===== config.mk =====
export PLATFORM = sky130hd
export DESIGN_NAME = div_arbiter_flat
export DESIGN_NICKNAME = d
export VERILOG_FILES = /design/src/rtl/div_arbiter_if.sv /design/src/rtl/div_arbiter.sv /design/src/flat_wrapper.sv
export SDC_FILE = /design/constraint.sdc
export NUM_CORES = 1
export LEC_CHECK = 0
export BUFFER_PORTS_ARGS = -buffer_cell sky130_fd_sc_hd__buf_4
export CORE_AREA = 2 2 155 157
export CTS_CLUSTER_SIZE = 12
export DETAILED_ROUTE_END_ITERATION = 10
export DIE_AREA = 0 0 157 159
export GPL_ROUTABILITY_DRIVEN = 0
export SYNTH_ARGS = -nofsm -noshare
export SYNTH_HDL_FRONTEND = slang
export SYNTH_SLANG_ARGS = --single-unit

===== constraint.sdc =====
create_clock -name i_clk -period 5 [get_ports i_clk]
set_clock_uncertainty 0.2 [all_clocks]
set_input_delay 1 -clock i_clk [delete_from_list [all_inputs] [get_ports i_clk]]
set_output_delay 1 -clock i_clk [all_outputs]
set_load 0.05 [all_outputs]

===== src/rtl/div_arbiter_if.sv =====
// -----------------------------------------------------------------------------
// div_arbiter_if
// Bundle of the requester-side and divider-side signals of div_arbiter.
//
// Parameters:
//   N    - operand/quotient width including sign bit
//   NREQ - number of requesters
//
// Modports:
//   slave  - the arbiter's view (drives o_*, samples i_*)
//   master - the environment's view (requesters plus divider)
//
// Signals (requester k uses bits [k*N +: N] of the packed operand buses):
//   i_req, i_dividend, i_divisor   requests and operands in
//   o_gnt, o_done                  one-hot, single-cycle pulses
//   o_quotient, o_overflow         result broadcast to all requesters
//   o_busy                         high whenever a division is in progress
//   o_div_*                        start pulse and latched operands to divider
//   i_div_*                        divider completion level and result
// -----------------------------------------------------------------------------
interface div_arbiter_if #(
  parameter int N    = 32,
  parameter int NREQ = 4
);
  logic [NREQ-1:0]   i_req;
  logic [NREQ*N-1:0] i_dividend;
  logic [NREQ*N-1:0] i_divisor;
  logic [NREQ-1:0]   o_gnt;
  logic [NREQ-1:0]   o_done;
  logic [N-1:0]      o_quotient;
  logic              o_overflow;
  logic              o_busy;
  logic              o_div_start;
  logic [N-1:0]      o_div_dividend;
  logic [N-1:0]      o_div_divisor;
  logic              i_div_complete;
  logic [N-1:0]      i_div_quotient;
  logic              i_div_overflow;

  modport slave (
    input  i_req, i_dividend, i_divisor,
    input  i_div_complete, i_div_quotient, i_div_overflow,
    output o_gnt, o_done, o_quotient, o_overflow, o_busy,
    output o_div_start, o_div_dividend, o_div_divisor
  );

  modport master (
    output i_req, i_dividend, i_divisor,
    output i_div_complete, i_div_quotient, i_div_overflow,
    input  o_gnt, o_done, o_quotient, o_overflow, o_busy,
    input  o_div_start, o_div_dividend, o_div_divisor
  );
endinterface


===== src/rtl/div_arbiter.sv =====
// -----------------------------------------------------------------------------
// div_arbiter
// Round-robin arbiter and sequencer sharing one signed fixed-point divider
// between NREQ requesters. The winner's operands are latched, the divider is
// started once, and the result is returned with a one-hot o_done pulse.
//
// Parameters:
//   N    - operand/quotient width incl. sign bit (must match the interface)
//   Q    - fractional bits; informational, only range-checked here
//   NREQ - number of requesters, 2..16
//
// Ports:
//   i_clk   - clock
//   i_rstn  - asynchronous active-low reset
//   bus     - div_arbiter_if.slave: requests/operands in, grant/done/result
//             out, plus the divider start/operand/complete/result signals
//
// Timing (edges counted from the arbitration edge that raises o_gnt):
//   o_div_start is high the cycle after o_gnt; o_done follows o_gnt by
//   divider latency + 4 cycles.
//
// Optional feature (macro DIV_ZERO_BYPASS_EN):
//   A zero divisor is answered directly with a saturated quotient and
//   o_overflow=1, without starting the divider.
// -----------------------------------------------------------------------------
module div_arbiter #(
  parameter int N    = 32,
  parameter int Q    = 15,
  parameter int NREQ = 4
) (
  input logic          i_clk,
  input logic          i_rstn,
  div_arbiter_if.slave bus
);

  localparam int PW = $clog2(NREQ);

  if (NREQ < 2 || NREQ > 16) begin : g_bad_nreq
    $error("div_arbiter: NREQ must be in 2..16");
  end
  if (Q < 0 || Q >= N) begin : g_bad_q
    $error("div_arbiter: Q must be in 0..N-1");
  end

  typedef enum logic [2:0] {
    S_IDLE,
    S_ISSUE,
    S_GUARD,
    S_WAIT,
    S_RESP
  } state_t;

  state_t            state_q, state_d;
  logic [PW-1:0]     last_q, last_d;
  logic [PW-1:0]     owner_q, owner_d;
  logic [NREQ-1:0]   gnt_q, gnt_d;
  logic [NREQ-1:0]   done_q, done_d;
  logic              start_q, start_d;
  logic [N-1:0]      dvd_q, dvd_d;
  logic [N-1:0]      dvs_q, dvs_d;
  logic [N-1:0]      quot_q, quot_d;
  logic              ovf_q, ovf_d;

  logic [PW-1:0]     win_idx;
  logic [N-1:0]      win_dvd;
  logic [N-1:0]      win_dvs;

  // Round-robin search: scan from farthest to nearest so the last hit is the
  // first requester after 'last'. The previous winner therefore comes last.
  always_comb begin
    win_idx = '0;
    for (int i = NREQ; i >= 1; i--) begin
      if (bus.i_req[(int'(last_q) + i) % NREQ]) begin
        win_idx = PW'((int'(last_q) + i) % NREQ);
      end
    end
  end

  assign win_dvd = bus.i_dividend[int'(win_idx)*N +: N];
  assign win_dvs = bus.i_divisor[int'(win_idx)*N +: N];

  // NOTE: every variable gets its hold/idle default before the case; a path
  // that forgets one would otherwise infer a latch.
  always_comb begin
    state_d = state_q;
    last_d  = last_q;
    owner_d = owner_q;
    gnt_d   = '0;
    done_d  = '0;
    start_d = 1'b0;
    dvd_d   = dvd_q;
    dvs_d   = dvs_q;
    quot_d  = quot_q;
    ovf_d   = ovf_q;

    case (state_q)
      S_IDLE: begin
        if (|bus.i_req) begin
          gnt_d[win_idx] = 1'b1;
          dvd_d          = win_dvd;
          dvs_d          = win_dvs;
          owner_d        = win_idx;
          last_d         = win_idx;
`ifdef DIV_ZERO_BYPASS_EN
          if (win_dvs == '0) begin
            // Saturate toward the dividend's sign; the divider stays idle.
            ovf_d   = 1'b1;
            quot_d  = win_dvd[N-1] ? {1'b1, {(N-1){1'b0}}}
                                   : {1'b0, {(N-1){1'b1}}};
            state_d = S_RESP;
          end else begin
            state_d = S_ISSUE;
          end
`else
          state_d = S_ISSUE;
`endif
        end
      end
      S_ISSUE: begin
        start_d = 1'b1;
        state_d = S_GUARD;
      end
      S_GUARD: begin
        // The divider may still show the previous operation's complete level
        // while it samples the start pulse; do not look at it here.
        state_d = S_WAIT;
      end
      S_WAIT: begin
        if (bus.i_div_complete) begin
          quot_d  = bus.i_div_quotient;
          ovf_d   = bus.i_div_overflow;
          state_d = S_RESP;
        end
      end
      S_RESP: begin
        done_d[owner_q] = 1'b1;
        state_d         = S_IDLE;
      end
      default: state_d = S_IDLE;
    endcase
  end

  // NOTE: sequential state uses non-blocking assignments so all registers
  // update together from values sampled before the edge.
  always_ff @(posedge i_clk or negedge i_rstn) begin
    if (!i_rstn) begin
      state_q <= S_IDLE;
      last_q  <= PW'(NREQ - 1);
      owner_q <= '0;
      gnt_q   <= '0;
      done_q  <= '0;
      start_q <= 1'b0;
      dvd_q   <= '0;
      dvs_q   <= '0;
      quot_q  <= '0;
      ovf_q   <= 1'b0;
    end else begin
      state_q <= state_d;
      last_q  <= last_d;
      owner_q <= owner_d;
      gnt_q   <= gnt_d;
      done_q  <= done_d;
      start_q <= start_d;
      dvd_q   <= dvd_d;
      dvs_q   <= dvs_d;
      quot_q  <= quot_d;
      ovf_q   <= ovf_d;
    end
  end

  assign bus.o_gnt          = gnt_q;
  assign bus.o_done         = done_q;
  assign bus.o_quotient     = quot_q;
  assign bus.o_overflow     = ovf_q;
  assign bus.o_busy         = (state_q != S_IDLE);
  assign bus.o_div_start    = start_q;
  assign bus.o_div_dividend = dvd_q;
  assign bus.o_div_divisor  = dvs_q;

endmodule

===== src/flat_wrapper.sv =====
// flat-port wrapper written by rule: the top's interface ports become plain ports
module div_arbiter_flat 
#(
  parameter int N    = 32,
  parameter int Q    = 15,
  parameter int NREQ = 4
)
  (i_clk, i_rstn, bus_i_req, bus_i_dividend, bus_i_divisor, bus_i_div_complete, bus_i_div_quotient, bus_i_div_overflow, bus_o_gnt, bus_o_done, bus_o_quotient, bus_o_overflow, bus_o_busy, bus_o_div_start, bus_o_div_dividend, bus_o_div_divisor);
  div_arbiter_if #(.N(N), .NREQ(NREQ)) bus_i ();
  input logic i_clk;
  input logic i_rstn;
  input wire logic [$bits(bus_i.i_req)-1:0] bus_i_req;
  input wire logic [$bits(bus_i.i_dividend)-1:0] bus_i_dividend;
  input wire logic [$bits(bus_i.i_divisor)-1:0] bus_i_divisor;
  input wire logic [$bits(bus_i.i_div_complete)-1:0] bus_i_div_complete;
  input wire logic [$bits(bus_i.i_div_quotient)-1:0] bus_i_div_quotient;
  input wire logic [$bits(bus_i.i_div_overflow)-1:0] bus_i_div_overflow;
  output wire logic [$bits(bus_i.o_gnt)-1:0] bus_o_gnt;
  output wire logic [$bits(bus_i.o_done)-1:0] bus_o_done;
  output wire logic [$bits(bus_i.o_quotient)-1:0] bus_o_quotient;
  output wire logic [$bits(bus_i.o_overflow)-1:0] bus_o_overflow;
  output wire logic [$bits(bus_i.o_busy)-1:0] bus_o_busy;
  output wire logic [$bits(bus_i.o_div_start)-1:0] bus_o_div_start;
  output wire logic [$bits(bus_i.o_div_dividend)-1:0] bus_o_div_dividend;
  output wire logic [$bits(bus_i.o_div_divisor)-1:0] bus_o_div_divisor;
  assign bus_i.i_req = bus_i_req;
  assign bus_i.i_dividend = bus_i_dividend;
  assign bus_i.i_divisor = bus_i_divisor;
  assign bus_i.i_div_complete = bus_i_div_complete;
  assign bus_i.i_div_quotient = bus_i_div_quotient;
  assign bus_i.i_div_overflow = bus_i_div_overflow;
  assign bus_o_gnt = bus_i.o_gnt;
  assign bus_o_done = bus_i.o_done;
  assign bus_o_quotient = bus_i.o_quotient;
  assign bus_o_overflow = bus_i.o_overflow;
  assign bus_o_busy = bus_i.o_busy;
  assign bus_o_div_start = bus_i.o_div_start;
  assign bus_o_div_dividend = bus_i.o_div_dividend;
  assign bus_o_div_divisor = bus_i.o_div_divisor;
  div_arbiter #(.N(N), .Q(Q), .NREQ(NREQ)) u_core (.i_clk(i_clk), .i_rstn(i_rstn), .bus(bus_i));
endmodule

Yosys cells after proc, flatten, opt, wreduce, memory -nomap -nowiden
Index checks and enable logic that the tools add are counted.
{"block": "totals", "regBits": 113, "out_inout_bits": 107, "inputBits": 296}
{"block": "op_classes", "order_cmp": 8, "eq_ne": 6, "shift": 2, "n_addsub": 4, "n_bitwise": 4, "n_reduce_logical": 12, "mux": 27}
{"op": "128-bit by 8-bit variable part select with 32-bit output", "count": 2}
{"op": "3-bit by 4-bit < comparator with 1-bit output, second input constant", "count": 4}
{"op": "4-bit 2-to-1 mux", "count": 3}
{"op": "3-bit one-hot mux with 4 select lines", "count": 1}
{"op": "1-bit 2-to-1 mux", "count": 11}
{"op": "1-bit binary-select mux with 2-bit select", "count": 4}
{"op": "2-bit 2-to-1 mux", "count": 4}
{"op": "2-bit OR reduction", "count": 4}
{"op": "3-bit by 2-bit == test with 1-bit output, second input constant", "count": 2}
{"op": "2-bit by 3-bit < comparator with 1-bit output, second input constant", "count": 2}
{"op": "3-bit 2-to-1 mux", "count": 2}
{"op": "2-bit AND reduction", "count": 3}
{"op": "2-bit by 1-bit adder with 2-bit output, second input constant", "count": 2}
{"op": "2-bit adder, second input constant", "count": 2}
{"op": "1-bit bitwise AND, first input constant", "count": 4}
{"op": "1-bit demux with 2-bit select", "count": 2}
{"op": "2-bit by 1-bit >= comparator with 1-bit output, second input constant", "count": 2}
{"op": "4-bit OR reduction", "count": 1}
{"op": "3-bit by 1-bit == test with 1-bit output, second input constant", "count": 1}
{"op": "3-bit == test, second input constant", "count": 1}
{"op": "3-bit zero test", "count": 1}
{"op": "3-bit nonzero test", "count": 1}
{"op": "1-bit logical AND", "count": 2}
{"op": "2-bit by 1-bit != test with 1-bit output, second input constant", "count": 1}
{"op": "2-bit != test, second input constant", "count": 1}

Logic depth before layout (Yosys ltp)
Gate-level depths: netlist (run 1).
{"block": "depth", "depth_word": 16, "depth_mapped": 8, "ltp_nobuf": 5}

Worst setup path before layout (run 1)
OpenSTA, ideal clock, no wires.
{"block": "synth_timing", "path_kind": "input to register", "start": "in bus_i_req[2]", "end": "reg u_core.dvd_q[0] (netlist: u_core.bus.o_div_dividend[0])", "t_arrival_ns": 2.462, "t_required_ns": 4.674, "slack_ns": 2.212, "setup_time_ns": 0.126, "stages": 6, "path_cell_list": "nand2b_1 -> o21ai_1 -> a21oi_4 -> clkbuf_1 -> mux2_2 -> a221o_1"}
{"block": "synth_via", "elab_chain_cells": 8}
{"element": "start, declared", "line_no": "flat_wrapper.sv:12", "text": "input wire logic [$bits(bus_i.i_req)-1:0] bus_i_req;"}
{"element": "1-bit binary-select mux with 2-bit select", "line_no": "div_arbiter.sv:73", "text": "if (bus.i_req[(int'(last_q) + i) % NREQ]) begin"}
{"element": "1-bit 2-to-1 mux (not written as such) (2 in a row)", "line_no": "div_arbiter.sv:73"}
{"element": "2-bit 2-to-1 mux (4 in a row)", "line_no": "div_arbiter.sv:73"}
{"element": "128-bit by 8-bit variable part select with 32-bit output", "line_no": "div_arbiter.sv:79", "text": "assign win_dvd = bus.i_dividend[int'(win_idx)*N +: N];"}
{"element": "end signal, assigned", "line_no": "div_arbiter.sv:164", "text": "dvd_q <= dvd_d;"}
{"element": "end, declared", "line_no": "div_arbiter.sv:59", "text": "logic [N-1:0] dvd_q, dvd_d;"}
Several ways; a longest one is shown, not always the timed one. The select of a mux whose other input is x is not followed.
A chain may end at the register's enable or synchronous reset.

Final worst setup path (run 1)
{"block": "layout_timing", "start": "in bus_i_req[3]", "end": "reg u_core.dvs_q[13] (netlist: u_core.bus.o_div_divisor[13])"}
{"block": "layout_via", "elab_chain_cells": 8}
{"element": "1-bit binary-select mux with 2-bit select", "line_no": "div_arbiter.sv:73"}
{"element": "1-bit 2-to-1 mux (not written as such) (2 in a row)", "line_no": "div_arbiter.sv:73"}
{"element": "2-bit 2-to-1 mux (4 in a row)", "line_no": "div_arbiter.sv:73"}
{"element": "128-bit by 8-bit variable part select with 32-bit output", "line_no": "div_arbiter.sv:80", "text": "assign win_dvs = bus.i_divisor[int'(win_idx)*N +: N];"}
{"element": "end signal, assigned", "line_no": "div_arbiter.sv:165", "text": "dvs_q <= dvs_d;"}
{"element": "end, declared", "line_no": "div_arbiter.sv:60", "text": "logic [N-1:0] dvs_q, dvs_d;"}
Several ways; a longest one is shown, not always the timed one. The select of a mux whose other input is x is not followed.

==> run summary, run 1 <==
Post-synth ARST share = 1.00
Die Y = 159 um
setup_tns = 0 ns
ratio of cells with drive above 1 in the final layout = 0.563
actual slew at the worst max-slew pin = 0.918 ns
Crit Path Max Fanout = 34
clk slew on worst S/H paths = 0.05 ns
instance count on the critical path = 6
Worst IR Drop VDD = 0.000341 V
Final Util = 0.456
post-synth top area share = 0.406
crit-path most repeated cell = buf_4
Pleak = 0.00509 uW
Top FF cell, synth = dfrtp_1
Clock Path Buffers = 2
largest area contributor in the netlist = dfrtp_1
max incr delay on CP = 0.71 ns
Crit. Startpoint = bus_i_req[3]
reg2reg end = u_core.bus.o_div_divisor[13]$_DFFE_PN0P_
P&R area growth vs syn = 54.6%
RSZ-0062 raised after global routing = false
Setup CP Type = in -> reg
fmax = 0.324 GHz
vias per std cell = 4.82
fin crit share = 0.617
Avg Inst Size Synth = 10.6 um2
Slew Limit Fails = 0
final setup fails = 0
DIE WIDTH = 157 um
net count reported at finish = 1307
Seq/Total Area, Yosys = 0.414
I/O pin count = 403
Max-slew headroom = 0.387
Worst Path Buf+Inv = 2
postcts setup bufs = 0
DR iter-0 viols = 306
GR Util All Layers = 0.190
Row Count = 56
1st-pass router iterations = 4
CP Cell Sequence = buf_4, and3b_1, o32a_2, nor2_4, buf_4, a221o_1
Reg2Reg Setup Slack = 2.04 ns
fillcell total = 2289
R2R cell count = 5
library cells used by synthesis = 33
Antenna Nets Post-Route = 0
EDFF count, synth = 0
Power Density = 644 nW/um2
crit path to = u_core.bus.o_div_divisor[13]$_DFFE_PN0P_
first-pass GRT wire length = 36.7 mm
Yosys reg bits = 113
count of warnings emitted by yosys = 0
largest net degree at the start of global routing = 132
status = finished, final reports clean
antenna cells = 0
reg2reg start = u_core.last_q[0]$_DFFE_PN1P_
post-DP HPWL = 17.6 mm
Setup crit start kind = primary input
minimum clock period = 3.08 ns
CTS H-Tree Depth = 4
syn nets = 941
Avg WL per Cell = 18.1 um
CTS Sinks = 113
starting density of the core = 0.295
Netlist Area Pre-Place = 6840 um2
Final Hold Fails = 0
crit path capture type = flop
Core ar. = 23200 um2
hold buffer count at CTS = 0
number of vias in the routed layout = 6471
CTS buffer count = 17
slowest stage cell on the critical path = nor2_4
count leader, synth = dfrtp_1
Worst Hold Class = reg -> reg
Root Driver = clkbuf_16
total power = 6810 uW
grt total ovfl = 0
I/O Buffers = 402
DRC = 0
MaxCap Viol Count = 0
ranking of synthesized cells by area = dfrtp_1 41%, mux2_2 9.6%, mux2i_1 9.5%, a221o_1 9.4%, nand3_2 8.8%
Worst EP arrival = 3.22 ns
die area = 25000 um2
drt total wl = 24.3 mm
family with the most delay on the worst path = simple AND/OR/NAND/NOR gates
vias in the first global route = 6660
CTS tree = built
Cells after Synth = 645
post_cts resized = 0
initial antenna violation count = 1
clk_lat worst skew = 0.41 ns
synth cell count leaders = 111 x dfrtp_1, 107 x nand2_1, 70 x nand3_1, 65 x mux2i_1, 64 x a221o_1
Worst Path Required = 5.14 ns
-- report_power, final --
part           internal, uW  leakage, uW  total, uW  switching (uW)
registers              1330      0.00142       1590             254
clock network           761     0.000279       1220             460
logic                  1390      0.00339       4000            2610
-- logic make-up (layout without fill, tap and decap cells) --
kind of cell           count (synthesis)  after routing  synth area share
and+or+nand+nor                      260            260             0.217
AOI/OAI and AO/OA                     73             73             0.104
DFF                                  113            113             0.414
buffers and inverters                 70            449            0.0606
muxes                                129            129             0.204
-- metal layers --
layer | part of all wire | track usage | vias up
met5 | 0.00054 | 0 | -
met4 | 0.026 | 0.0701 | 2
met3 | 0.081 | 0.0536 | 40
met2 | 0.50 | 0.323 | 286
met1 | 0.40 | 0.226 | 3042
li1 | - | - | 3101
-- through the flow --
stage	setup WS (ns)	hold WS (ns)	cell area (um2)	std cells
floorplan	2.21	0.246	6840	645
global placement	1.51	0.258	9980	1311
detailed placement	1.50	0.263	9980	1311
CTS	1.94	0.277	10600	1343
global route	1.82	0.290	10600	1343
finish	1.92	0.274	10600	1343
-- layout make-up --
class	instances	area, um2	area share
Tap cell	319	399	0.0378
Timing Repair Buffer	411	3140	0.297
Sequential cell	113	2830	0.268
Clock buffer	20	457	0.0432
Multi-Input combinational cell	462	3600	0.340
Inverter	6	22.5	0.00213
Clock inverter	12	131	0.0124
-- sequential cells by signal (all words and copies together) (netlist names) --
signal and count:
u_core.bus.o_div_dividend 32, u_core.bus.o_div_start 1, u_core.bus.o_quotient 32, u_core.bus.o_gnt 4, u_core.state_q 3, u_core.owner_q 2, u_core.bus.o_done 4, u_core.last_q 2
u_core.bus.o_overflow 1, u_core.bus.o_div_divisor 32
-- worst min path at each step --
stage	slack (ns)	cells after the start	endpoint	start
6_report	0.27	2	u_core.bus.o_quotient[21]$_DFFE_PN0P_	u_core.bus.o_quotient[21]$_DFFE_PN0P_
5_1_grt	0.29	2	u_core.bus.o_quotient[21]$_DFFE_PN0P_	u_core.bus.o_quotient[21]$_DFFE_PN0P_
4_1_cts	0.28	2	u_core.bus.o_quotient[21]$_DFFE_PN0P_	u_core.bus.o_quotient[21]$_DFFE_PN0P_
3_5_place_dp	0.26	2	u_core.bus.o_quotient[21]$_DFFE_PN0P_	u_core.bus.o_quotient[21]$_DFFE_PN0P_
3_3_place_gp	0.26	2	u_core.bus.o_quotient[14]$_DFFE_PN0P_	u_core.bus.o_quotient[14]$_DFFE_PN0P_
2_1_floorplan	0.25	1	u_core.bus.o_done[2]$_DFF_PN0_	u_core.owner_q[0]$_DFFE_PN0P_
-- worst register-to-register path: cells and delay by family (launching register included) --
kind / cells / cell delay (ns)
buffers and inverters: 1 / 0.56
AND/OR/NAND/NOR: 2 / 0.90
AO/OA/AOI/OAI: 2 / 0.67
flip-flops: 1 / 0.57
-- layout by cell type, fill, tap and decap left out, types with 2 or more instances in the layout --
master      Yosys  layout
clkinv_2        0       3
mux2_4          6       6
bufinv_16       0       2
clkbuf_8        0       2
clkinvlp_4      0       4
clkbuf_16       0      17
nor2b_1         2       2
mux2i_1        65      65
dfrtp_1       111     111
inv_1           5       5
nor3_1          6       6
dfstp_2         2       2
buf_12          0       4
nand2_1       107     106
a21oi_1         3       3
nand3_1        70      70
nor2_1          8       8
nand3_2        60      60
inv_6           0       2
a221o_1        64      64
buf_4           1     407
mux2_2         58      58
(Power assumes the default switching activity.)
==> inputs of run 2 (changes only) <==
==> constraint.sdc (replaced) <==
create_clock -name i_clk -period 2.6 [get_ports i_clk]
set_clock_uncertainty 0.2 [all_clocks]
set_input_delay 0.52 -clock i_clk [delete_from_list [all_inputs] [get_ports i_clk]]
set_output_delay 0.52 -clock i_clk [all_outputs]
set_load 0.05 [all_outputs]
==> run 2 against run 1 <==
Effect of this change:
- setup slack got worse by 1.8 ns
- clock power rose by 93%
- global-route usage rose by 0.46 points
- combinational power rose by 100%
- die area did not move
- hold slack got worse by 0.17 ns
- final area rose by 2.3%
- critical path type is now reg -> reg
==> run summary, run 2 (synthesized netlist as in run 1, its figures left out) <==
status = finished, final reports clean
placed instance area = 10200 um2 (+2.4%)
antenna cells = 0 (unchanged)
R2R cell count = 6 (+1)
reg2reg end = u_core.bus.o_div_dividend[19]$_DFFE_PN0P_
ratio of cells with drive above 1 in the final layout = 0.570 (+0.00701)
CTS buffer count = 17 (unchanged)
Crit Path Max Fanout = 40 (+18%)
Worst EP arrival = 2.56 ns (-0.66 ns)
Pleak = 0.00522 uW (+2.6%)
DRC = 0 (unchanged)
vias per std cell = 4.80 (-0.31%)
Final Instance Area = 10800 um2 (+2.3%)
Worst Hold Launch = bus_i_div_quotient[19]
Core ar. = 23200 um2 (unchanged)
DIE WIDTH = 157 um (unchanged)
MaxCap Viol Count = 0 (unchanged)
postcts setup bufs = 0 (unchanged)
I/O Buffers = 402 (unchanged)
setup_tns = 0 ns (unchanged)
Worst IR Drop VDD = 0.000629 V (+84%)
most frequent cells in the layout = 417 x buf_4, 111 x dfrtp_1, 106 x nand2_1
Setup crit start kind = flop
final setup fails = 0 (unchanged)
net count reported at finish = 1326 (+1.5%)
1st-pass router iterations = 4 (unchanged)
Final Hold Fails = 0 (unchanged)
Avg WL per Cell = 18.4 um (+1.5%)
grt total ovfl = 0 (unchanged)
Power Density = 1240 nW/um2 (+92%)
fmax = 0.404 GHz
Antenna Nets Post-Route = 0 (unchanged)
number of vias in the routed layout = 6542 (+1.1%)
I/O pin count = 403 (unchanged)
Worst Path Required = 2.68 ns (-2.46 ns)
Clock Path Buffers = 2 (unchanged)
drt total wl = 25.0 mm (+2.9%)
Root Driver = clkbuf_16
hold buffer count at CTS = 1 (+1)
P&R area growth vs syn = 58.2%
Row Count = 56 (unchanged)
CTS H-Tree Depth = 4 (unchanged)
Slew Limit Fails = 0 (unchanged)
Final Util = 0.466 (+0.0106)
actual slew at the worst max-slew pin = 0.417 ns (-0.500 ns)
CTS Sinks = 113 (unchanged)
Max-slew headroom = 0.720 (+0.333)
crit path capture type = flop
first-pass GRT wire length = 37.4 mm (+1.8%)
die area = 25000 um2 (unchanged)
post-DP HPWL = 18.8 mm (+6.8%)
hold-critical path depth = 3 (+1)
clk slew on worst S/H paths = 0.06 ns (about the same)
DR iter-0 viols = 298 (-2.6%)
initial antenna violation count = 1 (unchanged)
most common cell after layout, fill and taps aside = buf_4
clk_lat worst skew = 0.41 ns (about the same)
starting density of the core = 0.295 (unchanged)
RSZ-0062 raised after global routing = false
Setup CP Type = reg -> reg
vias in the first global route = 6546 (-1.7%)
hold endpoint = u_core.bus.o_quotient[19]$_DFFE_PN0P_
Reg2Reg Setup Slack = 0.12 ns (-1.92 ns)
reg2reg start = u_core.last_q[1]$_DFFE_PN1P_
CTS tree = built
minimum clock period = 2.48 ns
largest net degree at the start of global routing = 73 (-45%)
Worst Hold Class = in -> reg
post_cts resized = 0 (unchanged)
Die Y = 159 um (unchanged)
GR Util All Layers = 0.194 (+0.00465)
fin crit share = 0.953
run 2: cell count changes in the layout (fill, tap and decap cells not counted), sizes merged:
cell         change
buf             +18
clkinv           +2
clkinvlp         -1
dlygate4sd3      +1
inv              -1
run 2: area by class of cell:
class,instances,area (um2)
fill,2195,12400
multi-input combinational,462,3600
timing repair buffer,430,3380
sequential,113,2830
clock buffer,20,457
tap,319,399
clock inverter,12,133
inverter,6,22.5
run 2: where the power goes:
part	internal, uW	total [uW]	switching [uW]	leakage [uW]
Combinational	2900	8010	5110	0.00352
Sequential	2560	3020	459	0.00142
Clock	1460	2360	895	0.000282
run 2: worst max-delay path: stages (launching register included):
cell	delay [ns]
dfstp_2	0.54
mux2i_1	0.22
o22ai_2	0.13
a21oi_4	0.22
buf_12	0.27
mux2_2	0.37
a221o_1	0.33
run 2: through the flow:
step           setup WS [ns]  cells  total power, uW  hold slack (ns)
3_3_place_gp          0.0982   1329            11000            0.244
6_report               0.123   1362            13400            0.101
2_1_floorplan          0.182    645             8590           0.0244
4_1_cts                0.122   1362            13500           0.0816
5_1_grt               0.0504   1362            14100           0.0873
3_5_place_dp          0.0835   1329            11100            0.248
run 2: routing by layer:
| layer | track usage | share of wire | routed length, um |
|---|---|---|---|
| met5 | 0 | 0.00052 | 13 |
| met4 | 0.0525 | 0.020 | 495 |
| met3 | 0.0610 | 0.084 | 2110 |
| met2 | 0.336 | 0.50 | 12400 |
| met1 | 0.231 | 0.40 | 9930 |
run 2: worst max path at each step:
stage | start | endpoint
detailed placement | bus_i_req[2] | u_core.bus.o_div_divisor[13]$_DFFE_PN0P_
global route | u_core.last_q[1]$_DFFE_PN1P_ | u_core.bus.o_div_divisor[23]$_DFFE_PN0P_
CTS | u_core.last_q[1]$_DFFE_PN1P_ | u_core.bus.o_div_divisor[13]$_DFFE_PN0P_
finish | u_core.last_q[1]$_DFFE_PN1P_ | u_core.bus.o_div_dividend[19]$_DFFE_PN0P_
global placement | bus_i_req[3] | u_core.bus.o_div_divisor[25]$_DFFE_PN0P_
floorplan | u_core.last_q[1]$_DFFE_PN1P_ | u_core.bus.o_div_dividend[0]$_DFFE_PN0P_
